### config.mk
export PLATFORM = sky130hd
export DESIGN_NAME = ps2_host_tx
export DESIGN_NICKNAME = d
export VERILOG_FILES = /design/src/rtl/ps2_host_tx.sv
export SDC_FILE = /design/constraint.sdc
export NUM_CORES = 1
export LEC_CHECK = 0
export CAP_MARGIN = 30
export CORE_UTILIZATION = 51
export CTS_CLUSTER_SIZE = 8
export DETAILED_ROUTE_END_ITERATION = 12
export PLACE_DENSITY = 0.83
export SETUP_SLACK_MARGIN = 0.5
export SLEW_MARGIN = 20
export SYNTH_ARGS = -nofsm -noshare
export SYNTH_HDL_FRONTEND = slang
export SYNTH_SLANG_ARGS = --single-unit
### constraint.sdc
create_clock -name clk -period 2.7 [get_ports clk]
set_input_delay 0.405 -clock clk [delete_from_list [all_inputs] [get_ports clk]]
set_output_delay 0.405 -clock clk [all_outputs]
set_load 0.01 [all_outputs]
### src/rtl/ps2_host_tx.sv
// PS/2 host-to-device transmitter: inhibits the clock, issues request-to-send,
// shifts one byte + odd parity + stop on device clock falls, then checks the ACK.
module ps2_host_tx #(
  parameter int unsigned INHIBIT_CYCLES = 12000,
  parameter int unsigned TIMEOUT_CYCLES = 2000000
) (
  input  logic       clk,
  input  logic       rst,
  input  logic [7:0] tx_data,
  input  logic       tx_valid,
  output logic       tx_ready,
  output logic       tx_busy,
  output logic       tx_done,
  output logic       tx_err,
  input  logic       ps2_clk_in,
  input  logic       ps2_data_in,
  output logic       ps2_clk_oe,
  output logic       ps2_data_oe
);

  localparam int TW = 21;
  localparam logic [TW-1:0] INHIBIT_LAST = TW'(INHIBIT_CYCLES - 1);
  localparam logic [TW-1:0] TIMEOUT_LAST = TW'(TIMEOUT_CYCLES - 1);
  localparam logic [3:0]    EDGE_MAX     = 4'd11;

  typedef enum logic [2:0] {
    S_IDLE,
    S_INHIBIT,
    S_REQ,
    S_SEND,
    S_ACK,
    S_WAIT_IDLE
  } state_t;

  state_t          state_reg;
  logic [9:0]      sh_reg;
  logic [3:0]      edge_cnt_reg;
  logic [TW-1:0]   timer_reg;
  logic            clk_prev_reg;

  logic [1:0]      pin_raw;
  logic [1:0]      pin_sync;
  logic            clk_s;
  logic            data_s;
  logic            fall;
  logic            timeout;
  logic [3:0]      edge_inc;

  assign pin_raw = {ps2_data_in, ps2_clk_in};

  // Sync flops reset high so the idle bus does not look like a falling edge.
  genvar gi;
  generate
    for (gi = 0; gi < 2; gi++) begin : g_sync
      logic s1_reg;
      logic s2_reg;
      always_ff @(posedge clk or posedge rst) begin
        if (rst) begin
          s1_reg <= 1'b1;
          s2_reg <= 1'b1;
        end else begin
          s1_reg <= pin_raw[gi];
          s2_reg <= s1_reg;
        end
      end
      assign pin_sync[gi] = s2_reg;
    end
  endgenerate

  assign clk_s  = pin_sync[0];
  assign data_s = pin_sync[1];

  always_ff @(posedge clk or posedge rst) begin
    if (rst) begin
      clk_prev_reg <= 1'b1;
    end else begin
      clk_prev_reg <= clk_s;
    end
  end

  assign fall     = clk_prev_reg & ~clk_s;
  assign timeout  = (timer_reg == TIMEOUT_LAST);
  assign edge_inc = (edge_cnt_reg >= EDGE_MAX) ? EDGE_MAX : edge_cnt_reg + 4'd1;

  assign tx_ready = (state_reg == S_IDLE);
  assign tx_busy  = ~tx_ready;

  always_ff @(posedge clk or posedge rst) begin
    if (rst) begin
      state_reg    <= S_IDLE;
      sh_reg       <= '0;
      edge_cnt_reg <= '0;
      timer_reg    <= '0;
      ps2_clk_oe   <= 1'b0;
      ps2_data_oe  <= 1'b0;
      tx_done      <= 1'b0;
      tx_err       <= 1'b0;
    end else begin
      tx_done <= 1'b0;
      tx_err  <= 1'b0;

      // The timer saturates instead of wrapping; states that need a fresh
      // count clear it explicitly below.
      if (state_reg != S_IDLE && timer_reg != '1) begin
        timer_reg <= timer_reg + 1'b1;
      end

      case (state_reg)
        S_IDLE: begin
          if (tx_valid) begin
            sh_reg       <= {1'b1, ~^tx_data, tx_data};
            edge_cnt_reg <= '0;
            timer_reg    <= '0;
            ps2_clk_oe   <= 1'b1;
            ps2_data_oe  <= 1'b0;
            state_reg    <= S_INHIBIT;
          end
        end

        S_INHIBIT: begin
          if (timer_reg == INHIBIT_LAST) begin
            ps2_data_oe <= 1'b1;
            timer_reg   <= '0;
            state_reg   <= S_REQ;
          end
        end

        S_REQ: begin
          ps2_clk_oe <= 1'b0;
          state_reg  <= S_SEND;
        end

        S_SEND: begin
          if (timeout) begin
            ps2_clk_oe  <= 1'b0;
            ps2_data_oe <= 1'b0;
            tx_err      <= 1'b1;
            state_reg   <= S_IDLE;
          end else if (fall) begin
            // Pin is open-drain: pulling low sends a 0.
            ps2_data_oe  <= ~sh_reg[edge_cnt_reg];
            edge_cnt_reg <= edge_inc;
            if (edge_cnt_reg == 4'd9) begin
              state_reg <= S_ACK;
            end
          end
        end

        S_ACK: begin
          if (timeout) begin
            ps2_clk_oe  <= 1'b0;
            ps2_data_oe <= 1'b0;
            tx_err      <= 1'b1;
            state_reg   <= S_IDLE;
          end else if (fall) begin
            edge_cnt_reg <= edge_inc;
            ps2_data_oe  <= 1'b0;
            if (!data_s) begin
              state_reg <= S_WAIT_IDLE;
            end else begin
              tx_err    <= 1'b1;
              state_reg <= S_IDLE;
            end
          end
        end

        S_WAIT_IDLE: begin
          if (timeout) begin
            ps2_clk_oe  <= 1'b0;
            ps2_data_oe <= 1'b0;
            tx_err      <= 1'b1;
            state_reg   <= S_IDLE;
          end else if (clk_s && data_s) begin
            tx_done   <= 1'b1;
            state_reg <= S_IDLE;
          end
        end

        default: begin
          ps2_clk_oe  <= 1'b0;
          ps2_data_oe <= 1'b0;
          state_reg   <= S_IDLE;
        end
      endcase
    end
  end

endmodule

==> metrics, run 1 <==
Synth Flop Type dfrtp_1; ys async rst share 1.000; DIE AREA 5554 um^2; post-synth top area cell dfrtp_1; Max Transition Viols Final 0; Fin. Hold Viols 0; DP HPWL 4070 um; insertion delay to the later sink of the worst-skew pair 0.31 ns; critical path type flip-flop to output pin; antenna violations before repair 0; GP Congestion 0.9438; CTS tree done; Crit. End Element output pin; Die X 74.53 um; core outline area 5075 um^2; total CTS buffers 5; via/cell ratio 6.109; # H-tree levels 2; Net Count, Synth 286; Synth Area per Inst 9.935 um^2; num ports 19; top-count cell post-synth dfrtp_1; post-CTS sizing 3; area share of the largest cell type after synthesis 0.3918; largest net degree at the start of global routing 48; RSZ-0062 raised after global routing yes; FF-to-FF path depth 5; first-pass GRT wire length 9487 um; diode count 0; VDD IR max 466.3 uV; layout cell share with drive strength beyond 1 0.1463; Tcrit/Tclk final 0.8007; startpoint types flip-flop; gr ovfl total 0; first drt pass iteration count 4; CP Cell Sequence or3_4, clkdlybuf4s50_1; TNS Setup 0 ns; number of synthesized flops with an enable pin 0; Layout Skew 0.01295 ns; # setup viols final 0; CTS max path bufs 2; Worst EP required 2.30 ns; final-stage net count 302; Post-Synthesis Cells 270; Crit path arrival time 1.76 ns; Area growth, synth to finish 13.34%; GRT Total Usage 0.2242; clk root buf clkbuf_8; number of global-route vias before repair 1996; Worst Hold Depth 0; cts-stage hold buffer count 0; postcts setup bufs 0; Yosys cell types 59; Seq/Total Area, Yosys 0.4408; worst hold margin 0.3612 ns; status completed; Starting Density 0.5286; vias 2181; top cells by count, synth dfrtp_1 (42), a21oi_1 (21), nand2_1 (18), nor2_1 (15); Slew HR 0.6103; post-route ant nets 0; CTS sink cnt 47; Least-Margin Pin Slew 0.5846 ns; synth warn 0; slowest CP cell clkdlybuf4s50_1; PwrDens 792.3 nW/um^2; IO buf count 18; Clock Pin Slew Worst Setup and Hold Paths 0.10 ns; DRC viols 0; CP max FO 10; top post-synthesis cells by area dfrtp_1 (39%), dfstp_2 (4.9%), mux2_2 (4.6%), xnor2_1 (4.2%), a21oi_1 (3.9%); DRT iter0 DRCs 254; Die Y 74.53 um; max-cap viol count 0; min-delay worst type flip-flop to flip-flop; # rows 26; Leak Pwr 1.168 nW; Tmin final 2.162 ns; Netlist Area Pre-Place 2683 um^2; FF+latch count, synth 47; overall routed net length 5702 um; max reg flops 21; max incr delay on CP 0.52 ns; Max Fclk 0.4626 GHz; wire per inst 15.97 um
[final timing paths]
| path | start | endpoint | slack (ns) |
|---|---|---|---|
| worst max-delay path | state_reg[0]$_DFFE_PP0P_ | tx_busy | 0.54 |
| worst min-delay path | g_sync[1].s1_reg$_DFF_PP1_ | data_s$_DFF_PP1_ | 0.36 |
| worst max register to register | timer_reg[12]$_DFF_PP0_ | timer_reg[13]$_DFF_PP0_ | 0.59 |
| worst min register to register | g_sync[1].s1_reg$_DFF_PP1_ | data_s$_DFF_PP1_ | 0.36 |
| max in group asynchronous | rst | state_reg[0]$_DFFE_PP0P_ | 1.73 |
| min in group asynchronous | rst | timer_reg[1]$_DFF_PP0_ | 0.55 |
[cells by family (layout without fill, tap and decap cells)]
family                     count (synthesis)  in the layout  synth area share
and+or+nand+nor                          100            100            0.2267
muxes                                     15             15           0.06577
AOI/OAI and AO/OA                         69             69            0.1693
buffers and inverters                     22             39           0.03778
DFF                                       47             47            0.4408
adders and majority gates                  3              3           0.01399
xor gates and xnor gates                  14             14           0.04571
[worst max-delay path, delay by kind of cell (launching register included)]
family	cells	cell delay [ns]
buffers and inverters	1	0.52
DFF	1	0.48
and+or+nand+nor	1	0.44
[through the flow]
step	setup slack, ns	cells	util	cell area (um^2)	power [mW]
after floorplan	0.7371	270	-	2683	1.614
after CTS	0.5383	357	0.5986	3038	2.409
after global routing	0.4793	357	0.5991	3040	2.550
final	0.5381	357	0.5991	3040	2.409
after global placement	0.6059	349	0.5747	2917	1.830
after detailed placement	0.5794	349	0.5747	2917	1.863
[cell type report]
class | count | area, um^2
fillers | 430 | 2034
multi-input cells | 201 | 1406
flip-flops and latches | 47 | 1184
repair buffers | 23 | 216.5
well taps | 70 | 87.58
clock buffers | 5 | 68.82
clock inverters | 3 | 47.55
inverters | 8 | 30.03
[cell usage in the layout (no fill, tap or decap), drive strengths merged, types with 2 or more instances in the layout]
| cell type | count |
|---|---|
| a21oi | 21 |
| a221o | 2 |
| a31oi | 3 |
| a32o | 3 |
| and3 | 7 |
| and4 | 4 |
| buf | 5 |
| clkbuf | 5 |
| clkdlybuf4s50 | 17 |
| clkinv | 2 |
| dfrtp | 42 |
| dfstp | 5 |
| ha | 3 |
| inv | 8 |
| mux2 | 11 |
| mux2i | 3 |
| nand2 | 18 |
| nand2b | 4 |
| nand3 | 11 |
| nand3b | 2 |
| nand4 | 5 |
| nor2 | 15 |
| nor3 | 6 |
| nor4 | 4 |
| nor4b | 7 |
| o2111ai | 2 |
| o21a | 2 |
| o21ai | 13 |
| o22ai | 3 |
| o31a | 2 |
| o31ai | 7 |
| or3 | 7 |
| or4 | 6 |
| xnor2 | 13 |
[where the power goes]
group	leakage, nW	internal, mW	switching [mW]
Combinational	0.509	0.421	0.462
Sequential	0.600	0.851	0.131
Clock	0.0587	0.281	0.263
[routing by layer]
| metal | share of wire | vias up | global-route usage | wire length [um] |
|---|---|---|---|---|
| li1 | - | 1048 | - | - |
| met4 | 0.018 | 0 | 0.06709 | 100 |
| met1 | 0.47 | 1044 | 0.3273 | 2666 |
| met5 | 0 | - | 0 | 0 |
| met3 | 0.054 | 12 | 0.05014 | 307 |
| met2 | 0.46 | 77 | 0.3333 | 2628 |
Power figures use the tool's default switching activity.
==> run 2: changes to the inputs <==
==> constraint.sdc (replaced) <==
create_clock -name clk -period 2 [get_ports clk]
set_input_delay 0.3 -clock clk [delete_from_list [all_inputs] [get_ports clk]]
set_output_delay 0.3 -clock clk [all_outputs]
set_load 0.01 [all_outputs]
==> run 2 against run 1 <==
Compared with the run above: the run now ends with setup timing left; core utilization increased by 18 points; combinational power increased by 110%; total power is 57% higher; via count is 28% higher; clock power up 18%; largest cell class unchanged; highest routed layer unchanged.
==> metrics, run 2 (synthesis results as in run 1) <==
status finished, violations left; failing checks setup timing; GRT Total Usage 0.3201 (+0.09589); min-delay worst type primary input to asynchronous set/reset pin; FF-to-FF path depth 6 (+1); clk root buf clkbuf_8; worst hold margin 0.2824 ns (-0.07888 ns); CTS sink cnt 47 (unchanged); metal2 WL 4620 um (+76%); max-cap viol count 0 (unchanged); antenna violations before repair 0 (unchanged); layout cell share with drive strength beyond 1 0.4754 (+0.3290); Least-Margin Pin Slew 0.5166 ns (-0.06802 ns); Worst Slack Setup Final -0.3538 ns (-0.8919 ns); DP HPWL 4666 um (+15%); Worst EP required 2.21 ns (-0.09 ns); max layer used met4; R2R Setup Slk -0.35 ns (-0.94 ns); Design Area, Final 3933 um^2 (+29%); Area growth, synth to finish 46.60%; VDD IR max 597.0 uV (+28%); # H-tree levels 2 (unchanged); post-route ant nets 0 (unchanged); commonest non-fill, non-tap cells in the layout buf_4 (45), dfrtp_1 (33), buf_6 (16), nand2_1 (15), a21oi_2 (14); Clock Pin Slew Worst Setup and Hold Paths 0.10 ns (about the same); CP endpoint state_reg[2]$_DFFE_PP0P_; via/cell ratio 6.728 (+10%); num ports 19 (unchanged); part of the power in registers 0.342 (-0.066); worst r2r dst state_reg[2]$_DFFE_PP0P_; TNS Setup -1.227 ns (-1.227 ns); Crit. End Element flip-flop; insertion delay to the later sink of the worst-skew pair 0.31 ns (about the same); PwrDens 963.7 nW/um^2 (+22%); first-pass GRT wire length 13200 um (+39%); Tcrit/Tclk final 1.177; RSZ-0062 raised after global routing yes; overall routed net length 9460 um (+66%); first drt pass iteration count 5 (+1); critical path type flip-flop to flip-flop; vias 2792 (+28%); WL met1 3606 um (+35%); placed cell areas 3182 um^2 (+9.1%); final-stage net count 360 (+19%); CTS max path bufs 2 (unchanged); DRC viols 0 (unchanged); gr ovfl total 0 (unchanged); CP max FO 5 (-5); Layout fillers 318 (-26%); DRT iter0 DRCs 363 (+43%); CTS tree done; power share of the clock group 0.170 (-0.056); largest net degree at the start of global routing 33 (-31%); Starting Density 0.5286 (unchanged); # rows 26 (unchanged); Sw Pwr 1.512 mW (+77%); wire per inst 22.80 um (+43%); Slew HR 0.6520 (+0.04171); Leak Pwr 1.550 nW (+33%); # setup viols final 9 (+9); crit path from timer_reg[11]$_DFF_PP0_; Crit path arrival time 2.56 ns (+0.80 ns); startpoint types flip-flop; Reg area 1194 um^2 (+0.84%); GP Congestion 0.9190 (-2.6%); Die Y 74.53 um (unchanged); Reg2Reg Launch Point timer_reg[11]$_DFF_PP0_; DIE AREA 5554 um^2 (unchanged); Tmin final 2.354 ns; switch share 0.3990 (+0.04382); IO buf count 18 (unchanged); routed length on met3 644 um (+110%); Layout Skew 0.007393 ns (-0.005561 ns); max reg flops 21 (unchanged); total CTS buffers 5 (unchanged); area occupied by multi-input gates 1778 um^2 (+26%); number of global-route vias before repair 2638 (+32%); cell-internal power 2.278 mW (+47%); Die X 74.53 um (unchanged); diode count 0 (unchanged); core outline area 5075 um^2 (unchanged); Fin. Hold Viols 0 (unchanged); Max Transition Viols Final 0 (unchanged); Max Fclk 0.4248 GHz; commonest non-fill, non-tap cell in the layout buf_4; Comb pwr share 0.488 (+0.121)
-- run 2: changes by cell type in the layout (fill, tap and decap cells not counted), moves of 5 or more --
cell | before | now
dfrtp_1 | 41 | 33
buf_4 | 5 | 45
a21oi_2 | 0 | 14
buf_6 | 0 | 16
clkdlybuf4s50_1 | 17 | 12
nor2_1 | 15 | 9
dfrtp_2 | 1 | 9
a21oi_1 | 21 | 6
-- run 2: per-stage QoR --
step | cells | utilization | total power, mW | setup WS, ns
after floorplan | 270 | - | 2.274 | 0.1232
after global routing | 415 | 0.7749 | 3.961 | -0.4167
after global placement | 369 | 0.6270 | 2.618 | 0.09220
after CTS | 408 | 0.7313 | 3.480 | 0.1448
after detailed placement | 369 | 0.6270 | 2.659 | 0.05217
final | 415 | 0.7749 | 3.790 | -0.3538
-- run 2: cell type report --
class                           count  share of cell area
Multi-Input combinational cell    202              0.4521
Sequential cell                    47              0.3035
Timing Repair Buffer               80              0.1871
Tap cell                           70             0.02227
Clock buffer                        5             0.01750
Inverter                            8             0.01082
Clock inverter                      3            0.006682
-- run 2: how the worst min path moves through the flow --
stage,start,to,slack (ns)
5_1_grt,rst,timer_reg[17]$_DFF_PP0_,0.33
3_5_place_dp,g_sync[1].s1_reg$_DFF_PP1_,data_s$_DFF_PP1_,0.35
2_1_floorplan,ps2_clk_in,g_sync[0].s1_reg$_DFF_PP1_,0.30
3_3_place_gp,g_sync[1].s1_reg$_DFF_PP1_,data_s$_DFF_PP1_,0.35
4_1_cts,rst,timer_reg[0]$_DFF_PP0_,0.29
6_report,rst,timer_reg[17]$_DFF_PP0_,0.28
-- run 2: critical path: stages (launching register included) --
cell and delay, ns:
dfrtp_1 0.47, nor4_1 0.36, nand4_1 0.31, buf_4 0.26
o21ai_0 0.42, o221ai_1 0.20, a32o_1 0.24
-- run 2: timing repair --
| item | 4_1_cts | 5_1_grt |
|---|---|---|
| gates cloned | 2 | 1 |
| setup endpoints to repair | 44 | 44 |
| resized for setup | 62 | 47 |
| setup buffers | 29 | 6 |
| pin swaps | 41 | 13 |
| hold buffers | 0 | 0 |
-- run 2: routing by layer --
layer | up-vias | global-route usage
met4 | 0 | 0.1363
met5 | - | 0
li1 | 1165 | -
met2 | 207 | 0.5055
met3 | 62 | 0.08537
met1 | 1358 | 0.4152
-- run 2: power groups by stage --
stage / combinational, mW / clock [mW] / sequential (mW)
finish: 1.85 / 0.643 / 1.30
global route: 1.96 / 0.684 / 1.32
CTS: 1.55 / 0.636 / 1.29
detailed placement: 1.34 / 0 / 1.32
global placement: 1.32 / 0 / 1.30
floorplan: 0.997 / 0 / 1.28
